$ cat src/rtl/four_input_adder_arb.sv
// Round-robin arbiter that shares one registered four-operand adder among _N requesters.
// Optional macro FOUR_INPUT_ADDER_ARB_SAT_EN: saturate rsp_sum to all ones on adder overflow.
module four_input_adder_arb #(
  parameter  int _W   = 32,
  parameter  int _N   = 4,
  localparam int _IDW = $clog2(_N)
) (
  input  logic              clk,
  input  logic              rst_n,
  input  logic [_N-1:0]     req_vld,
  output logic [_N-1:0]     req_rdy,
  input  logic [_N*_W-1:0]  req_a0,
  input  logic [_N*_W-1:0]  req_a1,
  input  logic [_N*_W-1:0]  req_a2,
  input  logic [_N*_W-1:0]  req_a3,
  output logic              add_en,
  output logic [_W-1:0]     add_a0,
  output logic [_W-1:0]     add_a1,
  output logic [_W-1:0]     add_a2,
  output logic [_W-1:0]     add_a3,
  input  logic [_W-1:0]     add_b,
  input  logic              add_O_F,
  input  logic              add_vld,
  output logic              rsp_vld,
  input  logic              rsp_rdy,
  output logic [_IDW-1:0]   rsp_id,
  output logic [_W-1:0]     rsp_sum,
  output logic              rsp_ovf,
  output logic              err
);

  typedef enum logic [1:0] {
    S_IDLE  = 2'd0,
    S_ISSUE = 2'd1,
    S_WAIT  = 2'd2,
    S_RESP  = 2'd3
  } state_t;

  state_t           r_state;
  state_t           w_state_nxt;
  logic [_IDW-1:0]  r_rr_ptr;
  logic [_IDW-1:0]  r_id;
  logic [_W-1:0]    r_op0;
  logic [_W-1:0]    r_op1;
  logic [_W-1:0]    r_op2;
  logic [_W-1:0]    r_op3;
  logic [_W-1:0]    r_rsp_sum;
  logic             r_rsp_ovf;
  logic             r_err;

  logic             w_found;
  logic [_IDW-1:0]  w_win;
  logic             w_grant;
  logic [_N-1:0]    w_req_rdy;
  logic             w_add_en;
  logic             w_rsp_vld;
  logic             w_rsp_fire;
  logic             w_capture;
  logic [_W-1:0]    w_cap_sum;
  logic [_IDW-1:0]  w_ptr_nxt;

  // Winner search starts at r_rr_ptr and wraps modulo _N.
  always_comb begin
    w_found = 1'b0;
    w_win   = '0;
    for (int i = 0; i < _N; i++) begin
      if (!w_found && req_vld[_IDW'((int'(r_rr_ptr) + i) % _N)]) begin
        w_found = 1'b1;
        w_win   = _IDW'((int'(r_rr_ptr) + i) % _N);
      end
    end
  end

  // Handshakes: a transfer happens on a rising edge where valid and ready are
  // both high; req_rdy is offered only in IDLE, and rsp_vld holds with stable
  // id/sum/ovf until rsp_rdy is seen.
  assign w_grant    = rst_n && (r_state == S_IDLE) && w_found;
  assign w_rsp_fire = (r_state == S_RESP) && rsp_rdy;
  assign w_capture  = (r_state == S_WAIT) && add_vld;
  assign w_ptr_nxt  = (r_id == _IDW'(_N - 1)) ? '0 : r_id + 1'b1;

  always_comb begin
    w_req_rdy = '0;
    if (w_grant) begin
      w_req_rdy[w_win] = 1'b1;
    end
  end

`ifdef FOUR_INPUT_ADDER_ARB_SAT_EN
  assign w_cap_sum = add_O_F ? {_W{1'b1}} : add_b;
`else
  assign w_cap_sum = add_b;
`endif

  always_comb begin
    w_state_nxt = r_state;
    w_add_en    = 1'b0;
    w_rsp_vld   = 1'b0;
    case (r_state)
      S_IDLE: begin
        if (w_found) begin
          w_state_nxt = S_ISSUE;
        end
      end
      S_ISSUE: begin
        w_add_en    = 1'b1;
        w_state_nxt = S_WAIT;
      end
      S_WAIT: begin
        if (add_vld) begin
          w_state_nxt = S_RESP;
        end
      end
      S_RESP: begin
        w_rsp_vld = 1'b1;
        if (rsp_rdy) begin
          w_state_nxt = S_IDLE;
        end
      end
      default: begin
        w_state_nxt = S_IDLE;
      end
    endcase
  end

  always_ff @(posedge clk or negedge rst_n) begin
    if (!rst_n) begin
      r_state   <= S_IDLE;
      r_rr_ptr  <= '0;
      r_id      <= '0;
      r_op0     <= '0;
      r_op1     <= '0;
      r_op2     <= '0;
      r_op3     <= '0;
      r_rsp_sum <= '0;
      r_rsp_ovf <= 1'b0;
      r_err     <= 1'b0;
    end else begin
      r_state <= w_state_nxt;
      if (w_grant) begin
        r_op0 <= req_a0[int'(w_win) * _W +: _W];
        r_op1 <= req_a1[int'(w_win) * _W +: _W];
        r_op2 <= req_a2[int'(w_win) * _W +: _W];
        r_op3 <= req_a3[int'(w_win) * _W +: _W];
        r_id  <= w_win;
      end
      if (w_capture) begin
        r_rsp_sum <= w_cap_sum;
        r_rsp_ovf <= add_O_F;
      end
      if (w_rsp_fire) begin
        r_rr_ptr <= w_ptr_nxt;
      end
      // A result outside WAIT is a protocol violation; it is flagged and dropped.
      if (add_vld && (r_state != S_WAIT)) begin
        r_err <= 1'b1;
      end
    end
  end

  assign req_rdy = w_req_rdy;
  assign add_en  = w_add_en;
  assign add_a0  = r_op0;
  assign add_a1  = r_op1;
  assign add_a2  = r_op2;
  assign add_a3  = r_op3;
  assign rsp_vld = w_rsp_vld;
  assign rsp_id  = r_id;
  assign rsp_sum = r_rsp_sum;
  assign rsp_ovf = r_rsp_ovf;
  assign err     = r_err;

endmodule

$ cat config.mk
export PLATFORM = sky130hd
export DESIGN_NAME = four_input_adder_arb
export DESIGN_NICKNAME = d
export VERILOG_FILES = /design/src/rtl/four_input_adder_arb.sv
export SDC_FILE = /design/constraint.sdc
export NUM_CORES = 1
export LEC_CHECK = 0
export CAP_MARGIN = 10
export CORE_AREA = 2 2 280 282
export DETAILED_ROUTE_END_ITERATION = 16
export DIE_AREA = 0 0 282 284
export PLACE_DENSITY = 0.45
export REMOVE_ABC_BUFFERS = 1
export SLEW_MARGIN = 15
export SYNTH_ARGS = -nofsm -noshare
export SYNTH_HDL_FRONTEND = slang
export SYNTH_SLANG_ARGS = --single-unit
$ cat constraint.sdc
create_clock -name clk -period 8.7 [get_ports clk]
set_input_delay 2.61 -clock clk [delete_from_list [all_inputs] [get_ports clk]]
set_output_delay 2.61 -clock clk [all_outputs]
set_load 0.01 [all_outputs]
==> results.md <==
- For flop-to-flop paths, the worst setup slack is 5.44 ns.
- The floorplan has 102 rows.
- The clock tree synthesis step divided the H-tree into 4 levels.
- The sequential share of the synthesized area is 41.9%.
- The endpoint of the worst setup timing path is req_rdy[2].
- In this run the clock root is driven by a sky130_fd_sc_hd__clkbuf_16.
- The actual slew at the worst max-slew pin is 0.975 ns.
- The leakage power of the design is 7.06 nW.
- The worst min-delay path class is flop to flop.
- The number of hold violations in the final report is 0.
- The die boundary width is 282 um.
- Summed over all failing endpoints, the final setup total negative slack is 0 ns.
- The initial antenna violation count came to 1.
- The commonest non-fill, non-tap cell in the layout is sky130_fd_sc_hd__clkdlybuf4s50_1.
- The floorplan step defined a die boundary enclosing 80100 um^2.
- The data required time at the worst endpoint is 6.09 ns.
- The critical path's slowest cell is sky130_fd_sc_hd__clkdlybuf4s50_1.
- The final routed DRC violation total is 0.
- Summed over all nets, the half-perimeter wirelength after detailed placement is 40200 um.
- The relative contribution of combinational cells to total power is 55.7%.
- The tree built by TritonCTS fans out to 168 sinks.
- The area overhead of the layout relative to synthesis is 88.9%.
- Excluding fillers, the count of instances in the completed layout stands at 2711.
- The net count of the finished layout is 2216.
- Summed over all layers, the routed wires come to 55100 um.
- Of the cells placed in the final design, the portion with a size suffix greater than 1 is 9.76%.
- The maximum cell stage delay along the critical path is 0.66 ns.
- The core footprint is 77000 um^2.
- For this design the ratio of total power to cell area is 262 nW/um^2.
- The quantity of hold-fixing buffers added after cts is 0.
- Buffers placed on the I/O ports in this run total 722.
- After technology mapping, the gate count stands at 1009.
- The worst clock skew is 0.0156 ns.
- Entering global routing, the biggest net connects 76 pins.
- The count of final max-slew check failures is 0.
- The total overflow reported by the global router is 0.
- The remaining antenna violation count is 0.
- The reported max-cap violation count is 0.
- Walking the worst path, the cells encountered are clkdlybuf4s50_1, or4_4, and3_1, o221ai_4, nor2_1, clkdlybuf4s50_1.
- Sequential cells burn 28.0% of the power.
- The synthesized netlist occupies a cell area of 10000 um^2.
- For this run, the number of Yosys warnings is 0.
- The number of iterations in the first detailed-routing pass is 4.
- The number of ports placed on the die boundary is 723.
- The wire length of the first global-routing pass is 79300 um.
- For the worst-skew pair, the clock arrives at the later sink with an insertion delay of 0.48 ns.
- The highest achievable clock rate is 0.134 GHz.
- The post-layout utilization of the core is 24.6%.
- The startpoint type of the worst setup path is an input pin.
- The total routing usage reported by global routing is 13.2%.
- Summed over its instances, the top area cell type makes up 41.9% of the synthesized netlist area.
- The average size of a mapped cell is 9.94 um^2.
- The most repeated library cell on the critical path is sky130_fd_sc_hd__clkdlybuf4s50_1.
- The detailed-route via count is 11.4k.
- The starting utilization of the core area is 13.0%.
- Setup repair after global routing left no endpoint under its margin.
- Using the TritonRoute via totals, the vias-per-cell ratio works out to 4.21.
- STA classifies the critical path endpoint as an output pin.
- The capture point of the worst reg-to-reg path is add_a0[18].
- By area the synthesized netlist is led by sky130_fd_sc_hd__dfrtp_1 (42%), sky130_fd_sc_hd__a221o_1 (13%), sky130_fd_sc_hd__mux2_2 (11%).
- The worst slew margin relative to its limit is 35.0%.
- The synthesized netlist contains 29 unique library cells.
- The switching share of power is 39.1%.
- The kind of critical path is input pin to output pin.
- The clock-pin slew of the registers on the worst-case setup and hold paths is 0.07 ns.
- The floorplan step set the die height to 284 um.
- The worst endpoint data arrival time is 4.88 ns.
- The number of cells on the worst reg-to-reg path is 7.
- The detailed router's first-iteration violation count is 507.
- The internal power is 3.03 mW.
- IR analysis of the VDD net gives a maximum drop of 0.141 mV.
- After layout, the worst path uses 86.1% of the clock period.
- The cell taking the most area after synthesis is sky130_fd_sc_hd__dfrtp_1.
- Of all nets on the critical path, the largest fanout is 14.
- After detailed placement, the design holds a cell count of 2678.
- Across all hold checks on the routed design, the worst slack comes to 0.479 ns.
- The number of global-route vias before repair is 12.3k.
- The analysis attributes to net switching a power of 1.94 mW.
- The worst register-to-register path begins at r_rr_ptr[1].
- The smallest clock period supported by the final layout is computed as 7.49 ns.
- In the layout the commonest cells are sky130_fd_sc_hd__clkdlybuf4s50_1 (721), sky130_fd_sc_hd__dfrtp_1 (168), sky130_fd_sc_hd__a21oi_1 (131).
- The CTS tree is done.
- In this run, CTS created clock tree buffers numbering 17.
- Post-CTS timing repair inserted 0 buffers for setup.
- The first element of the critical path is req_vld[3].
- The clock passes through at most 2 buffers.
- The count of state elements after synthesis is 168.
- The clock network power share is 16.3%.
- After detailed routing, the average wire length per cell comes to 20.3 um.
- The post-cts sizing count is 0.
- The setup violation total in the final timing report is 0.
- The flow ran to the end, and the final reports show no timing, DRC or antenna violations.
- The congestion estimate from routability-driven global placement came to 0.787.
-- cells in the mapped netlist --
| cell type | number |
|---|---|
| sky130_fd_sc_hd__a21o_1 | 1 |
| sky130_fd_sc_hd__a21oi_1 | 132 |
| sky130_fd_sc_hd__a221o_1 | 128 |
| sky130_fd_sc_hd__a221oi_1 | 1 |
| sky130_fd_sc_hd__and3_1 | 2 |
| sky130_fd_sc_hd__buf_1 | 17 |
| sky130_fd_sc_hd__buf_2 | 27 |
| sky130_fd_sc_hd__buf_4 | 2 |
| sky130_fd_sc_hd__clkbuf_1 | 69 |
| sky130_fd_sc_hd__dfrtp_1 | 168 |
| sky130_fd_sc_hd__ha_1 | 6 |
| sky130_fd_sc_hd__inv_1 | 7 |
| sky130_fd_sc_hd__mux2_1 | 63 |
| sky130_fd_sc_hd__mux2_2 | 99 |
| sky130_fd_sc_hd__mux2i_1 | 1 |
| sky130_fd_sc_hd__nand2_1 | 10 |
| sky130_fd_sc_hd__nand2b_1 | 1 |
| sky130_fd_sc_hd__nand3_1 | 129 |
| sky130_fd_sc_hd__nor2_1 | 5 |
| sky130_fd_sc_hd__nor3_1 | 1 |
| sky130_fd_sc_hd__o21a_1 | 1 |
| sky130_fd_sc_hd__o21ai_0 | 115 |
| sky130_fd_sc_hd__o21ai_1 | 17 |
| sky130_fd_sc_hd__o21bai_1 | 1 |
| sky130_fd_sc_hd__o221ai_1 | 1 |
| sky130_fd_sc_hd__o22a_1 | 2 |
| sky130_fd_sc_hd__o22ai_2 | 1 |
| sky130_fd_sc_hd__o31ai_1 | 1 |
| sky130_fd_sc_hd__or4_4 | 1 |
-- metrics by stage --
stage	worst slack [ns]	power (mW)	cell area, um^2
finish	1.21	4.97	18900
global route	1.13	5.30	18900
CTS	1.22	5.07	18900
detailed placement	1.22	4.20	18400
global placement	1.28	4.20	18400
floorplan	-7.93	2.72	9560
-- logic make-up (layout without fill, tap and decap cells) --
kind of cell    count (synthesis)  after routing  synth area share [%]
other cells                     0              1                     0
compound gates                401            401                  26.7
simple gates                  149            149                  7.35
fa+ha+maj                       6              6                 0.748
mux                           163            163                  18.3
buf+inv                       122            783                  4.98
flops                         168            168                  41.9
-- how the worst min path moves through the flow --
stage | start | end | cells after the start
2_1_floorplan | r_rr_ptr[0] | r_rr_ptr[0] | 2
3_3_place_gp | err | err | 1
3_5_place_dp | err | err | 1
4_1_cts | err | err | 1
5_1_grt | err | err | 1
6_report | err | err | 1
-- registers in the layout (all words and copies together) (netlist names) --
signal / cells
add_a0: 32
add_a2: 32
r_state: 2
rsp_id: 2
add_a3: 32
err: 1
add_a1: 32
r_rr_ptr: 2
rsp_ovf: 1
rsp_sum: 32
-- power by group through the flow --
| stage | combinational [mW] | clock, mW | sequential [mW] |
|---|---|---|---|
| after CTS | 2.81 | 0.861 | 1.39 |
| after global routing | 2.97 | 0.894 | 1.44 |
| final | 2.77 | 0.812 | 1.39 |
| after global placement | 2.81 | 0 | 1.39 |
| after floorplan | 1.21 | 0 | 1.52 |
| after detailed placement | 2.80 | 0 | 1.40 |
-- layout make-up --
type,count,area (um^2)
multi-input combinational,719,5410
sequential,168,4200
antenna,1,2.50
timing repair buffer,744,7420
clock inverter,14,153
inverter,7,26.3
clock buffer,18,429
tap,1040,1300
fill,8220,58000
-- metal layers --
layer	up-vias	track usage (%)	wire length, um
li1	5202	-	-
met1	5568	14.9	21300
met2	572	23.4	27600
met3	66	3.73	4450
met4	2	4.83	1650
met5	-	0	13
-- critical path, delay by kind of cell --
kind            cells  cell delay, ns
buf+inv             2            1.17
simple gates        3            0.90
compound gates      1            0.17
No activity file was read; power rests on OpenSTA's default activity.
